### src/rtl/sr_seg7_pkg.sv
// Shared definitions for the seven-segment scan driver: hex decode table,
// segment bit positions and a width helper.
package sr_seg7_pkg;

    localparam int SEG_A = 0;
    localparam int SEG_B = 1;
    localparam int SEG_C = 2;
    localparam int SEG_D = 3;
    localparam int SEG_E = 4;
    localparam int SEG_F = 5;
    localparam int SEG_G = 6;

    // Active-high {g,f,e,d,c,b,a} patterns; element index is the nibble value.
    localparam logic [15:0][6:0] SEG_HEX = {
        7'h71, 7'h79, 7'h5E, 7'h39, 7'h7C, 7'h77, 7'h6F, 7'h7F,
        7'h07, 7'h7D, 7'h6D, 7'h66, 7'h4F, 7'h5B, 7'h06, 7'h3F
    };

    function automatic int seg7_clog2(input int n);
        int w;
        w = 0;
        while ((1 << w) < n) w++;
        return w;
    endfunction

endpackage

### src/rtl/sr_seg7_hex2seg.sv
// Combinational nibble to active-high seven-segment decoder; polarity is
// applied by the caller.
module sr_seg7_hex2seg
    import sr_seg7_pkg::*;
(
    input  logic [3:0] nib,
    output logic [6:0] seg
);

    logic [6:0] row;

    assign row = SEG_HEX[nib];

    // Port bit order is tied to the named segment positions, a in bit 0.
    assign seg = {row[SEG_G], row[SEG_F], row[SEG_E], row[SEG_D],
                  row[SEG_C], row[SEG_B], row[SEG_A]};

endmodule

### src/rtl/sr_seg7_scan.sv
// Multiplexed N-digit seven-segment scan driver with blank interval, masks and
// frame-synchronous update. Define SR_SEG7_LZB_EN for leading-zero blanking.
module sr_seg7_scan
    import sr_seg7_pkg::*;
#(
    parameter int DIGITS     = 8,
    parameter int DIV        = 100000,
    parameter int BLANK      = 1000,
    parameter int ACTIVE_LOW = 1
) (
    input  logic                  clk,
    input  logic                  rst_n,
    input  logic [4*DIGITS-1:0]   value,
    input  logic                  load,
    input  logic [DIGITS-1:0]     dp_mask,
    input  logic [DIGITS-1:0]     digit_en,
    output logic [6:0]            seg,
    output logic                  dp,
    output logic [DIGITS-1:0]     an,
    output logic                  frame
);

    localparam int PW = seg7_clog2(DIV);
    localparam int IW = (DIGITS > 1) ? seg7_clog2(DIGITS) : 1;
    localparam logic [PW-1:0]     P_LAST  = PW'(DIV - 1);
    localparam logic [IW-1:0]     I_LAST  = IW'(DIGITS - 1);
    localparam logic              POL     = (ACTIVE_LOW != 0);
    localparam logic [6:0]        SEG_OFF = {7{POL}};
    localparam logic [DIGITS-1:0] AN_OFF  = {DIGITS{POL}};

    logic [PW-1:0]       p_q, p_d;
    logic [IW-1:0]       idx_q, idx_d;
    logic [4*DIGITS-1:0] sh_q, sh_d;
    logic [4*DIGITS-1:0] dr_q, dr_d;
    logic [6:0]          seg_q, seg_d;
    logic                dp_q, dp_d;
    logic [DIGITS-1:0]   an_q, an_d;
    logic                frame_q, frame_d;

    logic                latch;
    logic                in_blank;
    logic [3:0]          nib;
    logic                en_cur;
    logic                dpm_cur;
    logic                lzb_cur;
    logic [DIGITS-1:0]   an_sel;
    logic [6:0]          seg_hex;
    logic [6:0]          seg_hi;
    logic                dp_hi;
    logic [DIGITS-1:0]   an_hi;

    generate
        if (BLANK == 0) begin : g_no_blank
            assign in_blank = 1'b0;
        end else begin : g_blank
            assign in_blank = (p_q < PW'(BLANK));
        end
    endgenerate

    // Select the nibble and per-digit controls for the digit being scanned.
    always_comb begin
        nib     = 4'h0;
        en_cur  = 1'b0;
        dpm_cur = 1'b0;
        an_sel  = '0;
        for (int i = 0; i < DIGITS; i++) begin
            if (idx_q == IW'(i)) begin
                nib       = dr_q[4*i +: 4];
                en_cur    = digit_en[i];
                dpm_cur   = dp_mask[i];
                an_sel[i] = 1'b1;
            end
        end
    end

`ifdef SR_SEG7_LZB_EN
    // A digit above 0 is suppressed when it and every digit above it are zero.
    always_comb begin
        lzb_cur = 1'b0;
        for (int i = 1; i < DIGITS; i++) begin
            if (idx_q == IW'(i)) lzb_cur = ((dr_q >> (4*i)) == '0);
        end
    end
`else
    assign lzb_cur = 1'b0;
`endif

    sr_seg7_hex2seg u_hex2seg (
        .nib (nib),
        .seg (seg_hex)
    );

    always_comb begin
        p_d     = (p_q == P_LAST) ? '0 : p_q + 1'b1;
        idx_d   = idx_q;
        if (p_q == P_LAST) idx_d = (idx_q == I_LAST) ? '0 : idx_q + 1'b1;
        latch   = (p_q == P_LAST) && (idx_q == I_LAST);
        sh_d    = load ? value : sh_q;
        dr_d    = latch ? sh_q : dr_q;
        frame_d = latch;
    end

    // Outputs are built active-high, then XOR with the off pattern sets polarity.
    always_comb begin
        seg_hi = 7'h00;
        dp_hi  = 1'b0;
        an_hi  = '0;
        if (!in_blank && en_cur) begin
            if (!lzb_cur) begin
                an_hi  = an_sel;
                seg_hi = seg_hex;
                dp_hi  = dpm_cur;
            end else if (dpm_cur) begin
                an_hi  = an_sel;
                dp_hi  = 1'b1;
            end
        end
        seg_d = seg_hi ^ SEG_OFF;
        dp_d  = dp_hi ^ POL;
        an_d  = an_hi ^ AN_OFF;
    end

    // NOTE: non-blocking assignments so every flop samples pre-edge values.
    always_ff @(posedge clk) begin
        if (!rst_n) begin
            p_q     <= '0;
            idx_q   <= '0;
            sh_q    <= '0;
            dr_q    <= '0;
            seg_q   <= SEG_OFF;
            dp_q    <= POL;
            an_q    <= AN_OFF;
            frame_q <= 1'b0;
        end else begin
            p_q     <= p_d;
            idx_q   <= idx_d;
            sh_q    <= sh_d;
            dr_q    <= dr_d;
            seg_q   <= seg_d;
            dp_q    <= dp_d;
            an_q    <= an_d;
            frame_q <= frame_d;
        end
    end

    assign seg   = seg_q;
    assign dp    = dp_q;
    assign an    = an_q;
    assign frame = frame_q;

endmodule

### config.mk
export PLATFORM = sky130hd
export DESIGN_NAME = sr_seg7_scan
export DESIGN_NICKNAME = d
export VERILOG_FILES = /design/src/rtl/sr_seg7_pkg.sv /design/src/rtl/sr_seg7_hex2seg.sv /design/src/rtl/sr_seg7_scan.sv
export SDC_FILE = /design/constraint.sdc
export NUM_CORES = 1
export LEC_CHECK = 0
export BUFFER_PORTS_ARGS = -buffer_cell sky130_fd_sc_hd__buf_2
export CAP_MARGIN = 20
export CORE_AREA = 2 2 92 94
export DETAILED_ROUTE_END_ITERATION = 8
export DIE_AREA = 0 0 94 96
export PLACE_DENSITY = 0.81
export SLEW_MARGIN = 15
export SYNTH_ARGS = -nofsm -noshare
export SYNTH_HDL_FRONTEND = slang
export SYNTH_HIERARCHICAL = 1
export SYNTH_SLANG_ARGS = --single-unit
### constraint.sdc
create_clock -name clk -period 3.1 [get_ports clk]
set_input_delay 0.155 -clock clk [delete_from_list [all_inputs] [get_ports clk]]
set_output_delay 0.155 -clock clk [all_outputs]
set_load 0.02 [all_outputs]
# After elaboration in Yosys (flattened, before gate mapping)
# Memories as Yosys holds them, arrays and structs flattened.
# Index checks and enable logic that the tools add are counted.
classes:
  bitwise: 4
  n_reduce_logical: 5
  n_mux: 37
  add_sub_neg: 2
  eq_ne: 8
  n_lt_le_gt_ge: 2
op_table:
  columns: ["op", "count"]
  rows:
  - ["2-to-1 mux 4 bit", 8]
  - ["2-to-1 mux 1 bit", 25]
  - ["adder 17 x 1 -> 17 bit (second input constant)", 1]
  - ["equality test 17 bit (second input constant)", 1]
  - ["< comparator 17 x 10 -> 1 bit (second input constant)", 1]
  - ["2-to-1 mux 7 bit", 2]
  - ["equality test 3 bit (second input constant)", 4]
  - ["2-to-1 mux 8 bit", 1]
  - ["inverter 8 bit", 1]
  - ["inverter 7 bit", 1]
  - ["equality test 3 x 2 -> 1 bit (second input constant)", 2]
  - ["< comparator 4 x 5 -> 1 bit (second input constant)", 1]
  - ["adder 3 x 1 -> 3 bit (second input constant)", 1]
  - ["equality test 3 x 1 -> 1 bit (second input constant)", 1]
  - ["zero test 3 bit", 1]
  - ["2-to-1 mux 3 bit", 1]
  - ["logical AND 1 bit", 2]
  - ["inverter 1 bit", 2]
  - ["OR reduction 2 bit", 1]
  - ["zero test 1 bit", 1]
totals:
  n_memories: 1
  elab_cells: 67
  regBits: 101
  rom_bits: 112
mem_list:
  columns: ["memory", "words", "width", "read_ports", "rd_ports_with_merged_regs", "write_ports", "line", "rtl"]
  rows:
  - ["(no name shown)", 16, 7, 1, 0, 0, "sr_seg7_hex2seg.sv:12", "assign row = SEG_HEX[nib];"]

# Logic depth before layout (Yosys ltp)
# Gate-level depths: netlist (run 1).
depth:
  depth_word: 13
  depth_mapped: 14

# Modules after synthesis
# Netlist (run 1), hierarchy kept.
by_module_without_submodules:
  columns: ["mod", "seq_area_each_um2", "instances", "cells_per_inst", "area_each_um2"]
  rows:
  - ["sr_seg7_scan", 2021.9, 1, 486, 4132.7]
  - ["sr_seg7_hex2seg", 0.0, 1, 33, 287.8]

# Least setup slack after synthesis (run 1)
# Ideal clock, no wire load.
synth_path:
  path_type: "register to register"
  startpoint: "register idx_q[1]"
  endpoint: "register seg_q[3] (netlist: seg[3])"
  arrival_ps: 2730
  path_stages_with_launch: 13
  slack_ps: 311
  required_ps: 3041
  path_cell_list: "dfxtp_1 -> inv_1 -> ha_1 -> clkbuf_1 -> clkbuf_1 -> a221o_1 -> a31oi_1 -> a21oi_1 -> a21oi_1 -> inv_1 -> ha_1 -> mux4_1 -> nand2_1"
synth_between:
  elab_chain_len: 13
  word_cells_on_any_way: 29
  cone_classes: "eq/ne (7); mux (18); bitwise (1); reduce/logical (2); memory (1)"
synth_rtl:
  columns: ["item", "line", "rtl"]
  rows:
  - ["from (decl)", "sr_seg7_scan.sv:32", "logic [IW-1:0] idx_q, idx_d;"]
  - ["from (signal assigned)", "sr_seg7_scan.sv:136", "idx_q <= idx_d;"]
  - ["zero test 3 bit", "sr_seg7_scan.sv:67", "if (idx_q == IW'(i)) begin"]
  - ["2-to-1 mux 4 bit (7 in a row)", "sr_seg7_scan.sv:67", null]
  - ["2-to-1 mux 4 bit (*)", "sr_seg7_scan.sv:67", null]
  - ["net nib[1]", "sr_seg7_scan.sv:42", "logic [3:0] nib;"]
  - ["memory read (16 x 7 bit) (*)", null, null]
  - ["2-to-1 mux 7 bit (implied by the code) (*)", "sr_seg7_hex2seg.sv:12", null]
  - ["net seg_hex[3]", "sr_seg7_scan.sv:47", "logic [6:0] seg_hex;"]
  - ["2-to-1 mux 7 bit (*)", "sr_seg7_scan.sv:108", "if (!in_blank && en_cur) begin"]
  - ["inverter 7 bit (no source line) (*)", null, null]
  - ["to (signal assigned)", "sr_seg7_scan.sv:139", "seg_q <= seg_d;"]
  - ["to (decl)", "sr_seg7_scan.sv:35", "logic [6:0] seg_q, seg_d;"]
# The timed path passes the listed nets; every way through them passes the cells marked *. The select of a mux whose other input is x is not followed.
# A chain may end at the register's enable or synchronous reset.

# Final worst setup path (run 1)
# Ends and elaborated chain as after synthesis.

==> impl_table.tex, run 1 <==
\begin{tabular}{lr}
\hline
Metric & Value \\
\hline
\multicolumn{2}{l}{\textbf{Layout}} \\
Synthesis-to-finish area growth & 14.0\% \\
N\_diodes & 0 \\
Ratio of cells with drive above 1 in the final layout & 18.0\% \\
Layout Nets & approximately 640 \\
Leading cell type in the layout, fill and taps excluded & sky130\_fd\_sc\_hd\_\_dfxtp\_1 \\
Highest-count cells in the layout ignoring fill and taps & sky130\_fd\_sc\_hd\_\_dfxtp\_1 (101), sky130\_fd\_sc\_hd\_\_nand2\_1 (99), sky130\_fd\_sc\_hd\_\_buf\_2 (67) \\
\multicolumn{2}{l}{\textbf{Global routing}} \\
Maximum number of pins on one net before global-route repair & a little over 70 \\
Most congested layer reported by global routing & met2 \\
Routing usage on met2 & 35.1\% \\
Antenna violations before repair & 0 \\
Wire length of the first global-routing pass & 15700 um \\
GR Util met3 & 4.70\% \\
Combined global-route utilization of all metal layers & 21.8\% \\
Overflow left after global routing & 0 \\
Vias in the first global route & 3379 \\
Met1 layer usage reported by global route & 28.5\% \\
\multicolumn{2}{l}{\textbf{Die}} \\
Io pins & 68 \\
Height of the die & approximately 96 um \\
Horiz. Die Dim & 94 um \\
Total die area & around 0.009 mm\^{}2 \\
Initial cell density of the core & a little over half \\
Number of placement rows & 33 \\
Core Area & 0.00805 mm\^{}2 \\
\multicolumn{2}{l}{\textbf{Place}} \\
Global placement routability congestion & 0.846 \\
DP Wirelength & 6600 um \\
Post-placement worst setup slack & 0.154 ns \\
Count of buffers from port buffering & between 60 and 70 \\
\multicolumn{2}{l}{\textbf{STA}} \\
Period utilisation layout & between 90 and 100\% \\
Count of pins over their slew limit & 0 \\
Worst path setup slack after routing & between 0.2 and 0.25 ns \\
Number of endpoints with negative hold slack in the final report & 0 \\
Relative slew margins & 39.8\% \\
Final setup fails & 0 \\
Final setup skew & between 0.006 and 0.007 ns \\
Post-layout minimum cycle time & 2.85 ns \\
Unrepaired setup endpoints after global routing & no \\
Setup TNS & 0 ns \\
Worst Max-Slew Pin Slew & 0.903 ns \\
Peak Freq & about 350 MHz \\
\multicolumn{2}{l}{\textbf{Clocking}} \\
Latest clock arrival within the worst-skew pair & around 0.36 ns \\
TritonCTS clock tree & built \\
H-tree depth & 3 \\
Clock Sinks & 101 \\
Clock tree root driver cell & sky130\_fd\_sc\_hd\_\_clkbuf\_8 \\
Number of buffers created by CTS & 9 \\
Clk slew on worst S/H paths & 0.09 ns \\
Number of buffers between clock root and the deepest sink & 2 \\
Post-CTS Setup Bufs & 0 \\
\multicolumn{2}{l}{\textbf{Logic synthesis}} \\
Summed instance area of the synthesized netlist & between 0.004 and 0.005 mm\^{}2 \\
Synth area leaders & sky130\_fd\_sc\_hd\_\_dfxtp\_1 (46\%), sky130\_fd\_sc\_hd\_\_nand2\_1 (8.4\%), sky130\_fd\_sc\_hd\_\_mux2i\_1 (7.7\%) \\
Share of the synthesized area in compound gates (AO/OA/AOI/OAI) & between 10 and 15\% \\
Synth cell types & 52 \\
Mean instance size in the synthesized netlist & 8.52 um\^{}2 \\
Simple-gate share of the synthesized area & 21.6\% \\
Post-synthesis sequential element count & a little over 100 \\
Gate count of the mapped netlist & 519 \\
Yosys warning total & 6 \\
Post-synth EDFFs & 0 \\
Share of synthesized cell area in full adder, half adder and majority cells & 3.96\% \\
XOR/XNOR Fraction of Synth Area & 2.97\% \\
Part of the Yosys area used for sequential elements & between 40 and 50\% \\
Largest family of logic cells by synthesized area & simple AND/OR/NAND/NOR gates \\
Leading area contributor after synthesis & sky130\_fd\_sc\_hd\_\_dfxtp\_1 \\
Most used flip-flop cell after synthesis & sky130\_fd\_sc\_hd\_\_dfxtp\_1 \\
Async set or reset register ratio after synthesis & 0\% \\
Fraction of post-synthesis cell area in the top cell type by area & a little under half \\
Mux share of post-synthesis cell area & 9.06\% \\
Net count of the mapped netlist & 584 \\
\multicolumn{2}{l}{\textbf{Setup path}} \\
Worst Path Arrival & between 3 and 4 ns \\
Max incr delay on CP & 0.50 ns \\
Reg-to-reg critical path endpoint & seg[3] \\
Chain of cells forming the critical path & inv\_1 > ha\_2 > nor2\_1 > a221o\_1 > a31oi\_1 > a21oi\_1 > a21oi\_1 > inv\_1 > ha\_1 > mux4\_1 > nand2\_1 \\
Critical Path Source Type & flop \\
CP max stage cell & sky130\_fd\_sc\_hd\_\_mux4\_1 \\
Kind of cell with the highest combined delay on the critical path & compound AO/OA/AOI/OAI gates \\
Maximum fanout along the worst path & 17 \\
Slack of the worst reg-to-reg path & 0.25 ns \\
WP data required & roughly 3.4 ns \\
Worst setup path category & flop to flop \\
Worst Reg2Reg Path Length in Cells & 11 \\
Endpoint of the most critical setup path & seg[3] \\
Crit path buf inv count & 2 \\
Stages on worst setup path & 11 \\
Origin of the worst setup path & idx\_q[1] \\
Startpoint of the worst register-to-register path & idx\_q[1] \\
Critical path capture point type & flop \\
\multicolumn{2}{l}{\textbf{Power}} \\
Worst IR drop on VDD & 0.223 mV \\
Fraction of power spent switching nets & 22.6\% \\
Seq pwr share & 58.3\% \\
Int Pwr & 1780 uW \\
Leakage power & around 0.002 uW \\
Reported net switching power & 520 uW \\
Portion of total power attributed to the clock network & 36.9\% \\
Power per cell area & 456 mW/mm\^{}2 \\
Combinational cell fraction of total power & 4.8\% \\
\multicolumn{2}{l}{\textbf{Detailed routing}} \\
Via-per-instance ratio & $\sim$5.5 \\
Routed wire length & about 9500 um \\
Average wire length per cell after detail routing & around 14 um \\
Vias post-DR & 3772 \\
Number of nets with antenna violations after routing & 0 \\
Detailed-route DRC error count & 0 \\
First-pass DRT Iterations & 7 \\
DRC violation total after the first TritonRoute iteration & roughly 240 \\
\multicolumn{2}{l}{\textbf{Job}} \\
Max Cap Violations & 0 \\
\multicolumn{2}{l}{\textbf{Hold path}} \\
Start point of the worst hold path & value[23] \\
Worst hold path class & primary input to flop \\
\multicolumn{2}{l}{\textbf{Status}} \\
Run status & complete, no violations \\
\hline
\end{tabular}
## power by group through the flow
| stage | Clock (uW) | Sequential (uW) | Combinational [uW] |
|---|---|---|---|
| 2_1_floorplan | 0 | 1370 | 67.5 |
| 3_3_place_gp | 0 | 1370 | 104 |
| 3_5_place_dp | 0 | 1370 | 108 |
| 4_1_cts | 869 | 1340 | 109 |
| 5_1_grt | 925 | 1350 | 123 |
| 6_report | 848 | 1340 | 110 |
## what timing repair did
item	CTS	global route
gates resized for setup	0	1
hold buffers	0	0
endpoints found under the setup margin	0	4
## kinds of logic after synthesis
kind of cell,after synthesis
adders and majority gates,14
buffers and inverters,47
xor gates and xnor gates,15
AOI/OAI and AO/OA,91
DFF,101
muxes,38
and+or+nand+nor,213
## final cells by class
cell class,count,area [um^2]
Fill cell,692,3010
Multi-Input combinational cell,371,2200
Sequential cell,101,2020
Timing Repair Buffer,77,423
Clock buffer,10,138
Tap cell,105,131
Clock inverter,6,71.3
Inverter,14,52.6
## worst min-delay path by stage
stage | slack, ns | cells past startpoint | end
after floorplan | 0.30 | 1 | p_q[1]
after global placement | 0.39 | 3 | sh_q[27]
after detailed placement | 0.40 | 3 | sh_q[25]
after CTS | 0.007 | 3 | sh_q[1]
after global routing | 0.02 | 3 | sh_q[6]
final | 0.02 | 3 | sh_q[23]
## worst register-to-register path, delay by kind of cell, from the launching register on
| family | cells | cell delay, ns |
|---|---|---|
| AOI/OAI and AO/OA | 4 | 0.89 |
| adders and majority gates | 2 | 0.67 |
| buffers and inverters | 2 | 0.27 |
| DFF | 1 | 0.34 |
| muxes | 1 | 0.50 |
| and+or+nand+nor | 2 | 0.14 |
## state kept, by name, indices dropped and copies added, names as in the netlist
signal	flops
an	8
dp	1
p_q	17
seg	7
frame	1
dr_q	32
sh_q	32
idx_q	3
## routing by layer
| metal | vias up | part of all wire (%) |
|---|---|---|
| li1 | 1868 | - |
| met1 | 1767 | 46 |
| met2 | 111 | 46 |
| met3 | 26 | 4.7 |
| met4 | 0 | 2.8 |
| met5 | - | 0 |
## stage by stage
stage | cell area [um^2] | total power, uW | hold slack, ns | cells | utilization (%)
after floorplan | 4420 | 1430 | 0.301 | 519 | -
after global placement | 4810 | 1480 | 0.388 | 667 | 59.7
after detailed placement | 4810 | 1480 | 0.397 | 667 | 59.7
after CTS | 5020 | 2320 | 0.00680 | 683 | 62.3
after global routing | 5040 | 2400 | 0.0193 | 684 | 62.6
final | 5040 | 2300 | 0.0174 | 684 | 62.6
## synth_stat cells, types with 6 or more instances
cell                       instances
sky130_fd_sc_hd__a21oi_1          48
sky130_fd_sc_hd__and3_1            6
sky130_fd_sc_hd__clkbuf_1         23
sky130_fd_sc_hd__dfxtp_1         101
sky130_fd_sc_hd__ha_1             14
sky130_fd_sc_hd__inv_1            12
sky130_fd_sc_hd__mux2i_1          34
sky130_fd_sc_hd__nand2_1          99
sky130_fd_sc_hd__nand3_1          17
sky130_fd_sc_hd__nor2_1           56
sky130_fd_sc_hd__nor2b_1           7
sky130_fd_sc_hd__o21ai_0          15
sky130_fd_sc_hd__xnor2_1           6
sky130_fd_sc_hd__xor2_1            9
Note: power is estimated with default switching activity, not from simulation.
==> run 2, diff against run 1 <==
Settings changed: CELL_PAD_IN_SITES_DETAIL_PLACEMENT set to 0, CELL_PAD_IN_SITES_GLOBAL_PLACEMENT set to 1, CORE_AREA 2 2 92 94 to 2 2 106 108, DIE_AREA 0 0 94 96 to 0 0 108 110.
==> impl_table.tex, run 2 (synthesis gave the netlist of run 1 again) <==
\begin{tabular}{lr}
\hline
Metric & Value \\
\hline
\multicolumn{2}{l}{\textbf{Clocking}} \\
Clk slew on worst S/H paths & 0.11 ns (+0.02 ns) \\
H-tree depth & 3 (unchanged) \\
Number of buffers created by CTS & 9 (unchanged) \\
Latest clock arrival within the worst-skew pair & 0.38 ns (+0.02 ns) \\
TritonCTS clock tree & built \\
Clock Sinks & 101 (unchanged) \\
Number of buffers between clock root and the deepest sink & 2 (unchanged) \\
Post-CTS Setup Bufs & 0 (unchanged) \\
Hold buffer count at cts & 1 (+1) \\
Clock tree root driver cell & sky130\_fd\_sc\_hd\_\_clkbuf\_8 \\
Post-cts repair resize count & 0 (unchanged) \\
\multicolumn{2}{l}{\textbf{Global routing}} \\
Antenna violations before repair & 0 (unchanged) \\
Combined global-route utilization of all metal layers & 17.1\% (-4.7 points) \\
Maximum number of pins on one net before global-route repair & 71 (unchanged) \\
Wire length of the first global-routing pass & 16100 um (+2.1\%) \\
Overflow left after global routing & 0 (unchanged) \\
Vias in the first global route & 3313 (-2.0\%) \\
\multicolumn{2}{l}{\textbf{STA}} \\
Count of pins over their slew limit & 0 (unchanged) \\
Final setup fails & 0 (unchanged) \\
Setup TNS & 0 ns (unchanged) \\
Worst Max-Slew Pin Slew & 0.947 ns (+0.0436 ns) \\
Unrepaired setup endpoints after global routing & no \\
Final setup skew & 0.0151 ns (+0.00890 ns) \\
Peak Freq & 350 MHz (-0.28\%) \\
Number of endpoints with negative hold slack in the final report & 0 (unchanged) \\
Post-layout minimum cycle time & 2.86 ns (+0.00794 ns) \\
Period utilisation layout & 92.3\% (+0.26 points) \\
Relative slew margins & 36.9\% (-2.9 points) \\
Worst hold slack after final layout & 0.00738 ns (-0.00999 ns) \\
\multicolumn{2}{l}{\textbf{Power}} \\
Power per cell area & 455 mW/mm\^{}2 (-0.26\%) \\
Portion of total power attributed to the clock network & 37.2\% (+0.3 points) \\
Fraction of power spent switching nets & 23.7\% (+1.1 points) \\
Overall power of the completed layout & 2310 uW (+0.60\%) \\
Seq pwr share & 58.0\% (-0.3 points) \\
Leakage power & 0.00197 uW (+0.62\%) \\
Worst IR drop on VDD & 0.196 mV (-12\%) \\
Combinational cell fraction of total power & 4.8\% (about the same) \\
Reported net switching power & 549 uW (+5.6\%) \\
Int Pwr & 1770 uW (-0.85\%) \\
\multicolumn{2}{l}{\textbf{Setup path}} \\
Critical path capture point type & flop \\
Maximum fanout along the worst path & 11 (-6) \\
WP data required & 3.42 ns (about the same) \\
Worst Path Arrival & 3.18 ns (about the same) \\
Critical Path Source Type & flop \\
Worst setup path category & flop to flop \\
\multicolumn{2}{l}{\textbf{Die}} \\
Core Area & 0.0107 mm\^{}2 (+33\%) \\
Total die area & 0.0119 mm\^{}2 (+32\%) \\
Io pins & 68 (unchanged) \\
Number of placement rows & 38 (+15\%) \\
Horiz. Die Dim & 108 um (+15\%) \\
Height of the die & 110 um (+15\%) \\
Initial cell density of the core & 41.3\% (-14 points) \\
\multicolumn{2}{l}{\textbf{Detailed routing}} \\
Via-per-instance ratio & 5.12 (-7.1\%) \\
Vias post-DR & 3695 (-2.0\%) \\
Number of nets with antenna violations after routing & 0 (unchanged) \\
First-pass DRT Iterations & 5 (-2) \\
Detailed-route DRC error count & 0 (unchanged) \\
DRC violation total after the first TritonRoute iteration & 214 (-9.7\%) \\
Average wire length per cell after detail routing & 13.6 um (-1.9\%) \\
Routed wire length & 9810 um (+3.4\%) \\
\multicolumn{2}{l}{\textbf{Layout}} \\
N\_diodes & 0 (unchanged) \\
Synthesis-to-finish area growth & 15.0\% \\
Leading cell type in the layout, fill and taps excluded & sky130\_fd\_sc\_hd\_\_dfxtp\_1 \\
Layout Nets & 641 (+0.31\%) \\
Largest regs & dr\_q x32, sh\_q x32, p\_q x17 \\
Highest-count cells in the layout ignoring fill and taps & sky130\_fd\_sc\_hd\_\_dfxtp\_1 (101), sky130\_fd\_sc\_hd\_\_nand2\_1 (99), sky130\_fd\_sc\_hd\_\_buf\_2 (67) \\
Ratio of cells with drive above 1 in the final layout & 17.9\% (-0.062 points) \\
\multicolumn{2}{l}{\textbf{Place}} \\
Count of buffers from port buffering & 67 (unchanged) \\
Global placement routability congestion & 0.900 (+6.3\%) \\
DP Wirelength & 6920 um (+4.8\%) \\
\multicolumn{2}{l}{\textbf{Status}} \\
Run status & complete, no violations \\
\multicolumn{2}{l}{\textbf{Hold path}} \\
Worst hold path class & primary input to flop \\
\multicolumn{2}{l}{\textbf{Job}} \\
Max Cap Violations & 0 (unchanged) \\
\hline
\end{tabular}
## run 2: worst paths after layout
path,startpoint,endpoint,slack (ns),cells past startpoint
min,value[16],sh_q[16],0.007,3
max,idx_q[1],seg[3],0.24,12
max reg2reg,idx_q[1],seg[3],0.24,12
min reg2reg,dr_q[14],dr_q[14],0.46,2
## run 2: cell type report
type,count,area (um^2)
tap,140,175
clock buffer,9,124
clock inverter,7,81.3
sequential,101,2020
inverter,14,53.8
timing repair buffer,79,428
multi-input combinational,371,2200
fill,1034,5610
## run 2: critical path: stages (launching register included)
cell and delay (ns):
sky130_fd_sc_hd__dfxtp_1 0.37, sky130_fd_sc_hd__inv_1 0.09, sky130_fd_sc_hd__ha_1 0.25, sky130_fd_sc_hd__buf_4 0.19, sky130_fd_sc_hd__and3b_1 0.20, sky130_fd_sc_hd__a21oi_1 0.04
sky130_fd_sc_hd__o21ai_0 0.17, sky130_fd_sc_hd__nand3_1 0.10, sky130_fd_sc_hd__a21oi_1 0.36, sky130_fd_sc_hd__inv_1 0.18, sky130_fd_sc_hd__ha_1 0.33, sky130_fd_sc_hd__mux4_1 0.48
sky130_fd_sc_hd__nand2_1 0.06
## run 2: stage by stage
stage	instance area (um^2)	std cells	setup slack [ns]	util, %
finish	5080	721	0.240	47.5
detailed placement	4870	704	0.284	45.5
global route	5080	721	0.0403	47.5
global placement	4870	704	0.370	45.5
CTS	5080	721	0.255	47.5
floorplan	4420	519	0.311	-
## run 2: metal layers
| layer | part of all wire (%) | GRT usage [%] |
|---|---|---|
| met1 | 50 | 24.2 |
| met2 | 44 | 26.0 |
| met3 | 5.3 | 3.70 |
| met4 | 1.4 | 5.86 |
| met5 | 0 | 0 |
## run 2: power by group through the flow
stage / Sequential [uW] / Clock, uW / Combinational, uW
after floorplan: 1370 / 0 / 67.5
after global placement: 1370 / 0 / 108
after detailed placement: 1370 / 0 / 112
after CTS: 1340 / 888 / 113
after global routing: 1350 / 942 / 125
final: 1340 / 861 / 111
==> run 3, diff against run 2 <==
Settings changed: MAX_ROUTING_LAYER set to met4.
Clock period 3.1 ns to 2.7 ns, I/O delays scaled along.
==> impl_table.tex, run 3 (synthesis gave the netlist of run 1 again) <==
\begin{tabular}{lr}
\hline
Metric & Value \\
\hline
\multicolumn{2}{l}{\textbf{Status}} \\
Run status & complete, no violations \\
\multicolumn{2}{l}{\textbf{Layout}} \\
Synthesis-to-finish area growth & 23.1\% \\
Area of the multi-input gates & 0.00223 mm\^{}2 (+1.2\%) \\
Ratio of cells with drive above 1 in the final layout & 20.1\% (+2.2 points) \\
Final Core Density & 50.9\% (+3.3 points) \\
Highest-count cells in the layout ignoring fill and taps & sky130\_fd\_sc\_hd\_\_dfxtp\_1 (100), sky130\_fd\_sc\_hd\_\_nand2\_1 (99), sky130\_fd\_sc\_hd\_\_buf\_2 (67) \\
Filler instances & 1059 (+2.4\%) \\
Leading cell type in the layout, fill and taps excluded & sky130\_fd\_sc\_hd\_\_dfxtp\_1 \\
N\_diodes & 0 (unchanged) \\
Largest regs & dr\_q x32, sh\_q x32, p\_q x17 \\
Layout Nets & 678 (+5.8\%) \\
Register cell area after layout & 0.00203 mm\^{}2 (+0.19\%) \\
\multicolumn{2}{l}{\textbf{Die}} \\
Core Area & 0.0107 mm\^{}2 (unchanged) \\
Io pins & 68 (unchanged) \\
Horiz. Die Dim & 108 um (unchanged) \\
Height of the die & 110 um (unchanged) \\
Number of placement rows & 38 (unchanged) \\
Initial cell density of the core & 41.3\% (unchanged) \\
Total die area & 0.0119 mm\^{}2 (unchanged) \\
\multicolumn{2}{l}{\textbf{Clocking}} \\
Clock Sinks & 101 (unchanged) \\
Number of buffers between clock root and the deepest sink & 2 (unchanged) \\
Number of buffers created by CTS & 9 (unchanged) \\
H-tree depth & 3 (unchanged) \\
Clock tree root driver cell & sky130\_fd\_sc\_hd\_\_clkbuf\_8 \\
TritonCTS clock tree & built \\
Clk slew on worst S/H paths & 0.10 ns (about the same) \\
Latest clock arrival within the worst-skew pair & 0.38 ns (about the same) \\
\multicolumn{2}{l}{\textbf{STA}} \\
Peak Freq & 394 MHz (+13\%) \\
Number of endpoints with negative hold slack in the final report & 0 (unchanged) \\
Count of pins over their slew limit & 0 (unchanged) \\
Setup TNS & 0 ns (unchanged) \\
Unrepaired setup endpoints after global routing & no \\
Final setup skew & 0.0105 ns (-0.00460 ns) \\
Post-layout minimum cycle time & 2.54 ns (-0.321 ns) \\
Final setup fails & 0 (unchanged) \\
Relative slew margins & 39.2\% (+2.4 points) \\
Worst Max-Slew Pin Slew & 0.911 ns (-0.0356 ns) \\
Period utilisation layout & 94.0\% (+1.8 points) \\
\multicolumn{2}{l}{\textbf{Global routing}} \\
Maximum number of pins on one net before global-route repair & 42 (-41\%) \\
Combined global-route utilization of all metal layers & 18.7\% (+1.6 points) \\
Vias in the first global route & 3592 (+8.4\%) \\
Overflow left after global routing & 0 (unchanged) \\
Met1 layer usage reported by global route & 24.3\% (+0.17 points) \\
Wire length of the first global-routing pass & 17000 um (+5.9\%) \\
GR Util met3 & 2.82\% (-0.88 points) \\
Antenna violations before repair & 0 (unchanged) \\
Routing usage on met2 & 28.9\% (+2.9 points) \\
Most congested layer reported by global routing & met2 \\
\multicolumn{2}{l}{\textbf{Setup path}} \\
Max incr delay on CP & 0.47 ns (about the same) \\
Chain of cells forming the critical path & inv\_1 > ha\_1 > buf\_4 > a221o\_1 > a31oi\_1 > a21oi\_1 > a21oi\_2 > inv\_1 > ha\_1 > mux4\_2 > nand2\_1 \\
Critical Path Source Type & flop \\
Maximum fanout along the worst path & 10 (-1) \\
CP max stage cell & sky130\_fd\_sc\_hd\_\_mux4\_2 \\
Startpoint of the worst register-to-register path & idx\_q[0] \\
Crit path buf inv count & 3 (unchanged) \\
WP data required & 3.02 ns (-0.40 ns) \\
Kind of cell with the highest combined delay on the critical path & compound AO/OA/AOI/OAI gates \\
Critical path capture point type & flop \\
Origin of the worst setup path & idx\_q[0] \\
Worst Path Arrival & 2.86 ns (-0.32 ns) \\
Worst setup path category & flop to flop \\
\multicolumn{2}{l}{\textbf{Detailed routing}} \\
Detailed-route DRC error count & 0 (unchanged) \\
DRC violation total after the first TritonRoute iteration & 146 (-32\%) \\
Vias post-DR & 3784 (+2.4\%) \\
Via-per-instance ratio & 4.99 (-2.6\%) \\
First-pass DRT Iterations & 4 (-1) \\
Average wire length per cell after detail routing & 13.5 um (-1.0\%) \\
Routed wire length & 10200 um (+4.0\%) \\
Number of nets with antenna violations after routing & 0 (unchanged) \\
\multicolumn{2}{l}{\textbf{Hold path}} \\
Worst hold path class & primary input to flop \\
Start point of the worst hold path & value[2] \\
\multicolumn{2}{l}{\textbf{Place}} \\
Count of buffers from port buffering & 67 (unchanged) \\
DP Wirelength & 7390 um (+6.8\%) \\
Global placement routability congestion & 0.871 (-3.2\%) \\
\multicolumn{2}{l}{\textbf{Power}} \\
Worst IR drop on VDD & 0.261 mV (+33\%) \\
Leakage power & 0.00212 uW (+7.8\%) \\
Power per cell area & 481 mW/mm\^{}2 (+5.7\%) \\
\multicolumn{2}{l}{\textbf{Job}} \\
Max Cap Violations & 0 (unchanged) \\
\hline
\end{tabular}
==> run 3: final timing paths <==
path	to	slack [ns]	cells after the start
setup / recovery	seg[3]	0.16	11
hold / removal	sh_q[2]	0.007	3
setup reg to reg	seg[3]	0.16	11
hold reg to reg	dr_q[13]	0.46	2
==> run 3: worst register-to-register path, stage by stage, from the launching register on <==
cell	delay (ns)
sky130_fd_sc_hd__dfxtp_4	0.37
sky130_fd_sc_hd__inv_1	0.07
sky130_fd_sc_hd__ha_1	0.22
sky130_fd_sc_hd__buf_4	0.17
sky130_fd_sc_hd__a221o_1	0.27
sky130_fd_sc_hd__a31oi_1	0.16
sky130_fd_sc_hd__a21oi_1	0.07
sky130_fd_sc_hd__a21oi_2	0.17
sky130_fd_sc_hd__inv_1	0.13
sky130_fd_sc_hd__ha_1	0.31
sky130_fd_sc_hd__mux4_2	0.47
sky130_fd_sc_hd__nand2_1	0.07
==> run 3: layout make-up <==
cell class                      instances  share of cell area, %
Inverter                               14                  0.966
Tap cell                              140                   3.22
Clock buffer                            9                   2.28
Sequential cell                       101                   37.2
Timing Repair Buffer                  116                   14.1
Multi-Input combinational cell        371                   40.9
Clock inverter                          7                   1.26
==> run 3: timing repair <==
item	4_1_cts	5_1_grt
endpoints found under the hold margin	26	0
buffers inserted	0	3
hold buffers	26	0
endpoints found under the setup margin	1	7
pin swaps	0	2
cloned	0	0
gates resized for setup	1	8
==> run 3: report_power, final <==
part / switching, uW / total [uW] / internal [uW]
combinational: 68.5 / 156 / 87.8
sequential: 19.4 / 1540 / 1520
clock: 566 / 922 / 355
total: 654 / 2620 / 1960
==> run 3: routing by layer <==
| layer | vias to the layer above | routed length, um |
|---|---|---|
| li1 | 1950 | - |
| met1 | 1734 | 4940 |
| met2 | 90 | 4620 |
| met3 | 10 | 453 |
| met4 | 0 | 201 |
| met5 | - | 0 |
==> run 3: stage by stage <==
step	cells	area [um^2]	total power (uW)	hold slack (ns)	setup slack, ns
after floorplan	519	4420	1650	0.281	0.0184
after global placement	713	4940	1700	0.369	0.128
after detailed placement	713	4940	1700	0.379	0.0565
after CTS	755	5390	2650	0.0000473	0.00628
after global routing	758	5440	2730	0.0126	0.00139
final	758	5440	2620	0.00673	0.161
